--- src/rtl/updown_counter_param.sv ---
// Parametrised up/down counter with synchronous load, enable, run-time
// wrap/saturate mode, terminal-count flags and registered overflow/underflow pulses.
module updown_counter_param #(
   parameter int WIDTH   = 4,
   parameter int MIN_VAL = 0,
   parameter int MAX_VAL = (1 << WIDTH) - 1,
   parameter int STEP    = 1
) (
   input  logic             clk,
   input  logic             rst,
   input  logic             en,
   input  logic             control,
   input  logic             mode,
   input  logic             load,
   input  logic [WIDTH-1:0] load_val,
   output logic [WIDTH-1:0] count,
   output logic             at_max,
   output logic             at_min,
   output logic             ovf,
   output logic             unf
);

   // Range limits at count width (results) and at WIDTH+1 bits (comparisons).
   localparam logic [WIDTH-1:0] MIN_N  = WIDTH'(MIN_VAL);
   localparam logic [WIDTH-1:0] MAX_N  = WIDTH'(MAX_VAL);
   localparam logic [WIDTH-1:0] STEP_N = WIDTH'(STEP);
   localparam logic [WIDTH-1:0] ONE_N  = WIDTH'(1);
   localparam logic [WIDTH:0]   MIN_W  = (WIDTH+1)'(MIN_VAL);
   localparam logic [WIDTH:0]   MAX_W  = (WIDTH+1)'(MAX_VAL);
   localparam logic [WIDTH:0]   STEP_W = (WIDTH+1)'(STEP);

   logic [WIDTH-1:0] count_q;
   logic             ovf_q;
   logic             unf_q;

   logic [WIDTH:0]   up_sum;
   logic [WIDTH:0]   dn_floor;
   logic             up_over;
   logic             dn_under;
   logic [WIDTH-1:0] load_clamped;
   logic [WIDTH-1:0] up_wrap;
   logic [WIDTH-1:0] dn_wrap;

   logic [WIDTH-1:0] count_nxt;
   logic             ovf_nxt;
   logic             unf_nxt;

   // Range checks need the carry bit; the resulting values always land
   // inside [MIN_VAL, MAX_VAL], so they are formed at count width.
   assign up_sum   = {1'b0, count_q} + STEP_W;
   assign dn_floor = MIN_W + STEP_W;
   assign up_over  = (up_sum > MAX_W);
   assign dn_under = ({1'b0, count_q} < dn_floor);

   assign up_wrap = MIN_N + (count_q + STEP_N - MAX_N - ONE_N);
   assign dn_wrap = MAX_N - (MIN_N + STEP_N - count_q - ONE_N);

   always_comb begin
      load_clamped = load_val;
      if (load_val > MAX_N) begin
         load_clamped = MAX_N;
      end else if (load_val < MIN_N) begin
         load_clamped = MIN_N;
      end
   end

   always_comb begin
      count_nxt = count_q;
      ovf_nxt   = 1'b0;
      unf_nxt   = 1'b0;
      if (load) begin
         count_nxt = load_clamped;
      end else if (en) begin
         if (control) begin
            if (!up_over) begin
               count_nxt = count_q + STEP_N;
            end else begin
               ovf_nxt   = 1'b1;
               count_nxt = mode ? MAX_N : up_wrap;
            end
         end else begin
            if (!dn_under) begin
               count_nxt = count_q - STEP_N;
            end else begin
               unf_nxt   = 1'b1;
               count_nxt = mode ? MIN_N : dn_wrap;
            end
         end
      end
   end

   always_ff @(posedge clk) begin
      if (rst) begin
         count_q <= MIN_N;
         ovf_q   <= 1'b0;
         unf_q   <= 1'b0;
      end else begin
         count_q <= count_nxt;
         ovf_q   <= ovf_nxt;
         unf_q   <= unf_nxt;
      end
   end

   assign count  = count_q;
   assign ovf    = ovf_q;
   assign unf    = unf_q;
   assign at_max = (count_q == MAX_N);
   assign at_min = (count_q == MIN_N);

endmodule

--- config.mk ---
export PLATFORM = sky130hd
export DESIGN_NAME = updown_counter_param
export DESIGN_NICKNAME = d
export VERILOG_FILES = /design/src/rtl/updown_counter_param.sv
export SDC_FILE = /design/constraint.sdc
export NUM_CORES = 1
export LEC_CHECK = 0
export CAP_MARGIN = 10
export CORE_AREA = 2 2 39 41
export DETAILED_ROUTE_END_ITERATION = 8
export DIE_AREA = 0 0 41 43
export HOLD_SLACK_MARGIN = 0.12
export PLACE_DENSITY_LB_ADDON = 0.12
export SETUP_SLACK_MARGIN = 0.2
export SYNTH_ARGS = -nofsm -noshare
export SYNTH_HDL_FRONTEND = slang
export SYNTH_SLANG_ARGS = --single-unit
--- constraint.sdc ---
create_clock -name clk -period 2.2 [get_ports clk]
set_input_delay 0.33 -clock clk [delete_from_list [all_inputs] [get_ports clk]]
set_output_delay 0.33 -clock clk [all_outputs]
set_load 0.005 [all_outputs]
==> results of run 1 <==
==> Yosys cell counts, drive strengths merged <==
| library cell | count | area [um^2] |
|---|---|---|
| o32ai | 1 | 8.760 |
| nand2 | 3 | 11.26 |
| o31ai | 3 | 22.52 |
| nor2b | 1 | 6.260 |
| o2111ai | 1 | 8.760 |
| a41oi | 1 | 8.760 |
| o21a | 1 | 7.510 |
| inv | 6 | 22.52 |
| and4 | 1 | 8.760 |
| ha | 4 | 50.05 |
| o22ai | 1 | 6.260 |
| nor3b | 1 | 12.51 |
| a21o | 1 | 7.510 |
| dfxtp | 6 | 120.1 |
| a311oi | 1 | 8.760 |
| and2 | 2 | 12.51 |
| a21oi | 4 | 20.02 |
| nand3 | 4 | 20.02 |
| nor4b | 1 | 8.760 |
| or3 | 1 | 6.260 |
| nor2 | 6 | 22.52 |
| and3 | 2 | 13.77 |
| o221ai | 1 | 8.760 |
| nand3b | 1 | 7.510 |
| nand2b | 1 | 6.260 |
| buf | 4 | 37.53 |
| o21ai | 4 | 20.02 |
| a211oi | 1 | 7.510 |
| and4bb | 1 | 12.51 |
| nor3 | 2 | 10.01 |
==> worst paths after layout <==
kind	start	to	cells past startpoint
worst max-delay path	count[3]	at_min	3
worst min register to register	count[1]	count[1]	2
worst min-delay path	load_val[1]	count[1]	3
worst max register to register	count[0]	count[0]	6
==> registers in the layout (all words and copies together), names as in the netlist <==
signal and flops:
count 4, unf 1, ovf 1
==> logic make-up (layout without fill, tap and decap cells) <==
kind of cell / Yosys count / count (layout) / synth area share (%)
AO/OA/AOI/OAI: 20 / 20 / 25.78
adder cells (fa/ha/maj): 4 / 4 / 9.547
buffers and inverters: 10 / 28 / 11.45
flip-flops: 6 / 6 / 22.91
AND/OR/NAND/NOR: 27 / 27 / 30.31
==> worst register-to-register path, cell delays in order (launching register included) <==
cell	delay (ns)
dfxtp_4	0.41
inv_1	0.09
ha_1	0.32
nor3b_2	0.20
nor2_1	0.05
or3_1	0.39
o32ai_1	0.11
==> per-layer routing <==
layer	up-vias	part of all wire, %	wire length (um)	GRT usage, %
li1	284	-	-	-
met1	240	44	594	21.47
met2	21	46	620	25.94
met3	5	5.9	80	4.188
met4	0	3.8	51	16.00
met5	-	0	0	0
==> through the flow <==
| step | utilization, % | std cells | hold slack [ns] |
|---|---|---|---|
| final | 52.89 | 101 | 0.6441 |
| after floorplan | - | 67 | 0.4438 |
| after global routing | 52.89 | 101 | 0.6480 |
| after global placement | 50.00 | 98 | 0.6526 |
| after detailed placement | 50.00 | 98 | 0.6470 |
| after CTS | 51.81 | 101 | 0.6206 |
==> final cells by class <==
type / instances / area (um^2)
Tap cell: 16 / 20.02
Timing Repair Buffer: 19 / 185.2
Clock buffer: 3 / 22.52
Fill cell: 147 / 651.9
Sequential cell: 6 / 125.1
Inverter: 6 / 22.52
Multi-Input combinational cell: 51 / 356.6
==> report_power, final <==
group,internal [uW],switching [uW],total (uW)
Combinational,63.5,48.0,112
Clock,61.9,42.7,105
Sequential,116,16.1,132
Total,242,107,348
==> repair_timing <==
item / in CTS / in global routing
setup endpoints to repair: 2 / 1
pin swaps: 0 / 0
gates cloned: 0 / 0
buffers inserted: 0 / 0
gates resized for setup: 2 / 3
hold endpoints to repair: 0 / 0
==> metrics.yaml, run 1 <==
status: "finished, final reports clean"
cap_violations: 0
track_usage_pct: 18.25
place_congestion: 0.8105
powerDensity_nw_per_um2: 475.9
timing.fmax_mhz: 535.3
worstPathRequired_ns: 1.87
path_cells: "nor2_1 > and2_1 > clkdlybuf4s50_1"
place_area_um2: 691.9
synth.avg_cell_area_um2: 7.825
yosysSeqAreaShare_pct: 22.91
layout_commonest_cell: "clkdlybuf4s50_1"
min_period_ns: 1.868
cts_max_level: 1
critPathKind: "flip-flop to primary output"
core.rowCount: 14
syn_inst: 67
holdCritPathClass: "input port to flip-flop"
hpwlAfterDp_um: 1028
antenna_found_initial: 0
cts_hold_buf: 0
worst_pin_slew_ns: 0.3392
crit_fanout: 11
ir_worst_vdd_mv: 0.1558
die_h_um: 43
fin_crit_sh_pct: 84.92
clk_pin_slew_ns: 0.05
floorplan.initialDensity_pct: 37.88
synthesis.area_um2: 524.3
port_buffers: 17
wirelength_um: 1347
vias_per_cell: 5.446
slew_headroom_pct: 77.36
fin_nets: 101
yosysUniqueCellTypes: 32
endpoint_kind: "primary output"
r2r_setup_slack_ns: 0.53
synth-warning-count: 0
synth-seq-cells: 6
design_area_um2: 732.0
maxSlewViolCount: 0
hold_viol_final: 0
pin_count: 18
grt_setup_unrepaired: "false"
drcViolationCount: 0
setup_viol: 0
vias: 550
grt_overflow: 0
cts_sinks: 6
wl_per_cell_um: 13.34
grt_max_degree: 12
cts_buffers: 3
cts_tree: "yes"
max_stage_delay_ns: 0.49
startpoint_type: "flip-flop"
cp_num_buf_inv: 1
diodes: 0
clockRootBuffer: "clkbuf_4"
setup_slack_ns: 0.3318
drtPass1Iterations: 4
die_x_um: 41
finClkSkew_ns: 0.002902
die-area_um2: 1763
dpl_worst_slack_ns: 0.3755
fin_tns_setup_ns: 0
clk_latency_ns: 0.25
ant_nets: 0
fin_total_pwr_uw: 348.3
grt_pass1_vias: 473
slowest_stage: "clkdlybuf4s50_1"
clockBufferDepth: 2
mostFrequentLayoutCells: "17 x clkdlybuf4s50_1, 6 x inv_1, 6 x nor2_1"
syn-num-nets: 81
p_leak_uw: 0.0002862
cp_data_arrival_time_ns: 1.54
synthToLayoutAreaGrowth_pct: 39.62
crit_family: "buffers and inverters"
core_area_um2: 1384
drt_iter0_markers: 10
drive_above_1_share_pct: 12.94
grt_pass1_wl_um: 2104
No activity file was read; power rests on OpenSTA's default activity.
==> inputs of run 2 (changes only) <==
--- a/config.mk
+++ b/config.mk
@@ -6,9 +6,8 @@
 export NUM_CORES = 1
 export LEC_CHECK = 0
 export CAP_MARGIN = 10
-export CORE_AREA = 2 2 39 41
+export CORE_UTILIZATION = 38
 export DETAILED_ROUTE_END_ITERATION = 8
-export DIE_AREA = 0 0 41 43
 export HOLD_SLACK_MARGIN = 0.12
 export PLACE_DENSITY_LB_ADDON = 0.12
 export SETUP_SLACK_MARGIN = 0.2
==> constraint.sdc (replaced) <==
create_clock -name clk -period 1.65 [get_ports clk]
set_input_delay 0.2475 -clock clk [delete_from_list [all_inputs] [get_ports clk]]
set_output_delay 0.2475 -clock clk [all_outputs]
set_load 0.005 [all_outputs]
==> run 2 against run 1 <==
Compared with the run above: first-iteration DRC count increased to 2.6 times the previous value; clock skew about the same; critical path depth increased by 3; clock power increased by 32%; register-to-register slack got worse by 0.35 ns; count of clock-buffer cells in the layout unchanged; sequential share of layout area decreased by 3.2 points; critical path type is now flip-flop to flip-flop.
==> metrics.yaml, run 2 (same netlist as run 1, synthesis figures left out) <==
status: "finished, final reports clean"
setup_viol: 0  # unchanged
worst_pin_slew_ns: 0.2651  # -0.07408 ns
die_x_um: 39.15  # -4.5%
die_h_um: 39.15  # -9.0%
finClkSkew_ns: 0.002426  # -0.0004758 ns
core_area_um2: 1285  # -7.1%
vias_per_cell: 5.686  # +4.4%
port_buffers: 17  # unchanged
track_usage_pct: 23.49  # +5.2 points
cts_sinks: 6  # unchanged
cp_data_arrival_time_ns: 1.62  # +0.08 ns
clockBufferDepth: 2  # unchanged
critPathKind: "flip-flop to flip-flop"
hold_viol_final: 0  # unchanged
internal_power_uw: 372.7  # +54%
cts_tree: "yes"
layout_commonest_cell: "buf_4"
antenna_found_initial: 0  # unchanged
vias: 671  # +22%
crit_fanout: 4  # -7
maxSlewViolCount: 0  # unchanged
place_congestion: 0.9539  # +18%
startpoint_type: "flip-flop"
timing.fmax_mhz: 679.3
clk_latency_ns: 0.24  # about the same
wirelength_um: 1817  # +35%
pin_count: 18  # unchanged
worstPathRequired_ns: 1.80  # -0.07 ns
mostFrequentLayoutCells: "17 x buf_4, 11 x clkdlybuf4s50_1, 5 x nor2_1"
grt_setup_unrepaired: "true"
grt_overflow: 0  # unchanged
slowest_stage: "dfxtp_4"
drtPass1Iterations: 5  # +1
floorplan.initialDensity_pct: 40.80  # +2.9 points
hpwlAfterDp_um: 1211  # +18%
cap_violations: 0  # unchanged
max_stage_delay_ns: 0.37  # -0.12 ns
fill_cells: 90  # -39%
path_cells: "inv_4 > ha_4 > nor3b_4 > nor2_1 > or3_4 > o32ai_2"
startpoint: "count[0]"
drcViolationCount: 0  # unchanged
utilization_pct: 74.39  # +21 points
core.rowCount: 13  # -1
pwr-share-comb_pct: 44.2  # +12 points
ir_worst_vdd_mv: 0.3512  # +130%
cts_buffers: 3  # unchanged
grt_pass1_wl_um: 2421  # +15%
endpoint_kind: "flip-flop"
ant_nets: 0  # unchanged
clockRootBuffer: "clkbuf_4"
drive_above_1_share_pct: 42.72  # +30 points
p_switching_uw: 174.2  # +63%
pwr-share-seq_pct: 30.3  # -7.7 points
synthToLayoutAreaGrowth_pct: 82.34
drt_iter0_markers: 26  # +16
fin_crit_sh_pct: 89.22
die-area_um2: 1532  # -13%
clk_pin_slew_ns: 0.05  # about the same
largest_register_ff_count: 4  # unchanged
diodes: 0  # unchanged
holdCritPathClass: "input port to flip-flop"
min_from: "load_val[3]"
fin_nets: 119  # +18%
wl_per_cell_um: 15.40  # +15%
r2r-start: "count[0]"
grt_max_degree: 11  # -1
grt_pass1_vias: 531  # +12%
cts_hold_buf: 0  # unchanged
fin_tns_setup_ns: 0  # unchanged
p_leak_uw: 0.0004468  # +56%
switching_share_pct: 31.85  # +1.2 points
cts_max_level: 1  # unchanged
powerDensity_nw_per_um2: 572.1  # +20%
min_period_ns: 1.472
p_clk_share_pct: 25.5  # -4.5 points
slew_headroom_pct: 82.22  # +4.9 points
run 2: cell count changes in the layout (fill, tap and decap cells not counted), moves of 2 or more:
cell / delta
clkdlybuf4s50_1: -6
dfxtp_1: -2
buf_4: +15
inv_1: -2
inv_4: +2
ha_1: -2
dfxtp_4: +2
dlymetal6s2s_1: +4
buf_6: +3
run 2: worst paths after layout:
check	endpoint	slack, ns	cells past startpoint
setup / recovery	count[0]	0.18	6
hold / removal	count[3]	0.60	3
setup reg to reg	count[0]	0.18	6
hold reg to reg	count[2]	0.64	3
run 2: power groups by stage:
stage / Combinational (uW) / Sequential (uW) / Clock [uW]
after floorplan: 99.1 / 166 / 0
after global placement: 189 / 169 / 0
after detailed placement: 190 / 170 / 0
after CTS: 214 / 166 / 138
after global routing: 262 / 166 / 145
final: 242 / 166 / 139
run 2: stage by stage:
stage,area [um^2],setup WS [ns],hold WS [ns],total power [uW],instances
CTS,890.9,0.06708,0.6012,518.1,117
detailed placement,798.3,0.04597,0.7034,360.1,109
global route,955.9,0.08001,0.6128,573.8,118
finish,955.9,0.1778,0.5973,546.9,118
floorplan,541.8,0.1468,0.3537,265.6,67
global placement,798.3,0.07291,0.6833,358.0,109
run 2: layout make-up:
class,instances,area (um^2),area share (%)
sequential,6,132.6,13.87
inverter,6,27.53,2.880
multi-input combinational,51,417.9,43.72
timing repair buffer,37,336.6,35.21
tap,15,18.77,1.963
clock buffer,3,22.52,2.356
run 2: per-layer routing:
metal	up-vias	routed length, um	global-route usage (%)
li1	323	-	-
met1	303	821	31.29
met2	39	859	38.33
met3	6	115	1.734
met4	0	21	9.483
met5	-	0	0
run 2: repair_timing:
item | in CTS | in global routing
resized for setup | 13 | 19
endpoints found under the setup margin | 8 | 11
setup buffers | 5 | 1
endpoints found under the hold margin | 0 | 0
pin swaps | 1 | 4
run 2: worst max-delay path: cells and delay by family, from the launching register on:
| family | cells | cell delay (ns) |
|---|---|---|
| fa+ha+maj | 1 | 0.26 |
| buf+inv | 1 | 0.05 |
| simple gates | 3 | 0.61 |
| compound gates | 1 | 0.09 |
| flops | 1 | 0.37 |
==> inputs of run 3 (changes only) <==
--- a/config.mk
+++ b/config.mk
@@ -8,6 +8,7 @@
 export CAP_MARGIN = 10
 export CORE_UTILIZATION = 38
 export DETAILED_ROUTE_END_ITERATION = 8
+export GPL_ROUTABILITY_DRIVEN = 0
 export HOLD_SLACK_MARGIN = 0.12
 export PLACE_DENSITY_LB_ADDON = 0.12
 export SETUP_SLACK_MARGIN = 0.2
==> results of run 3 <==
Final layout, timing and power as in run 2 (identical DEF).
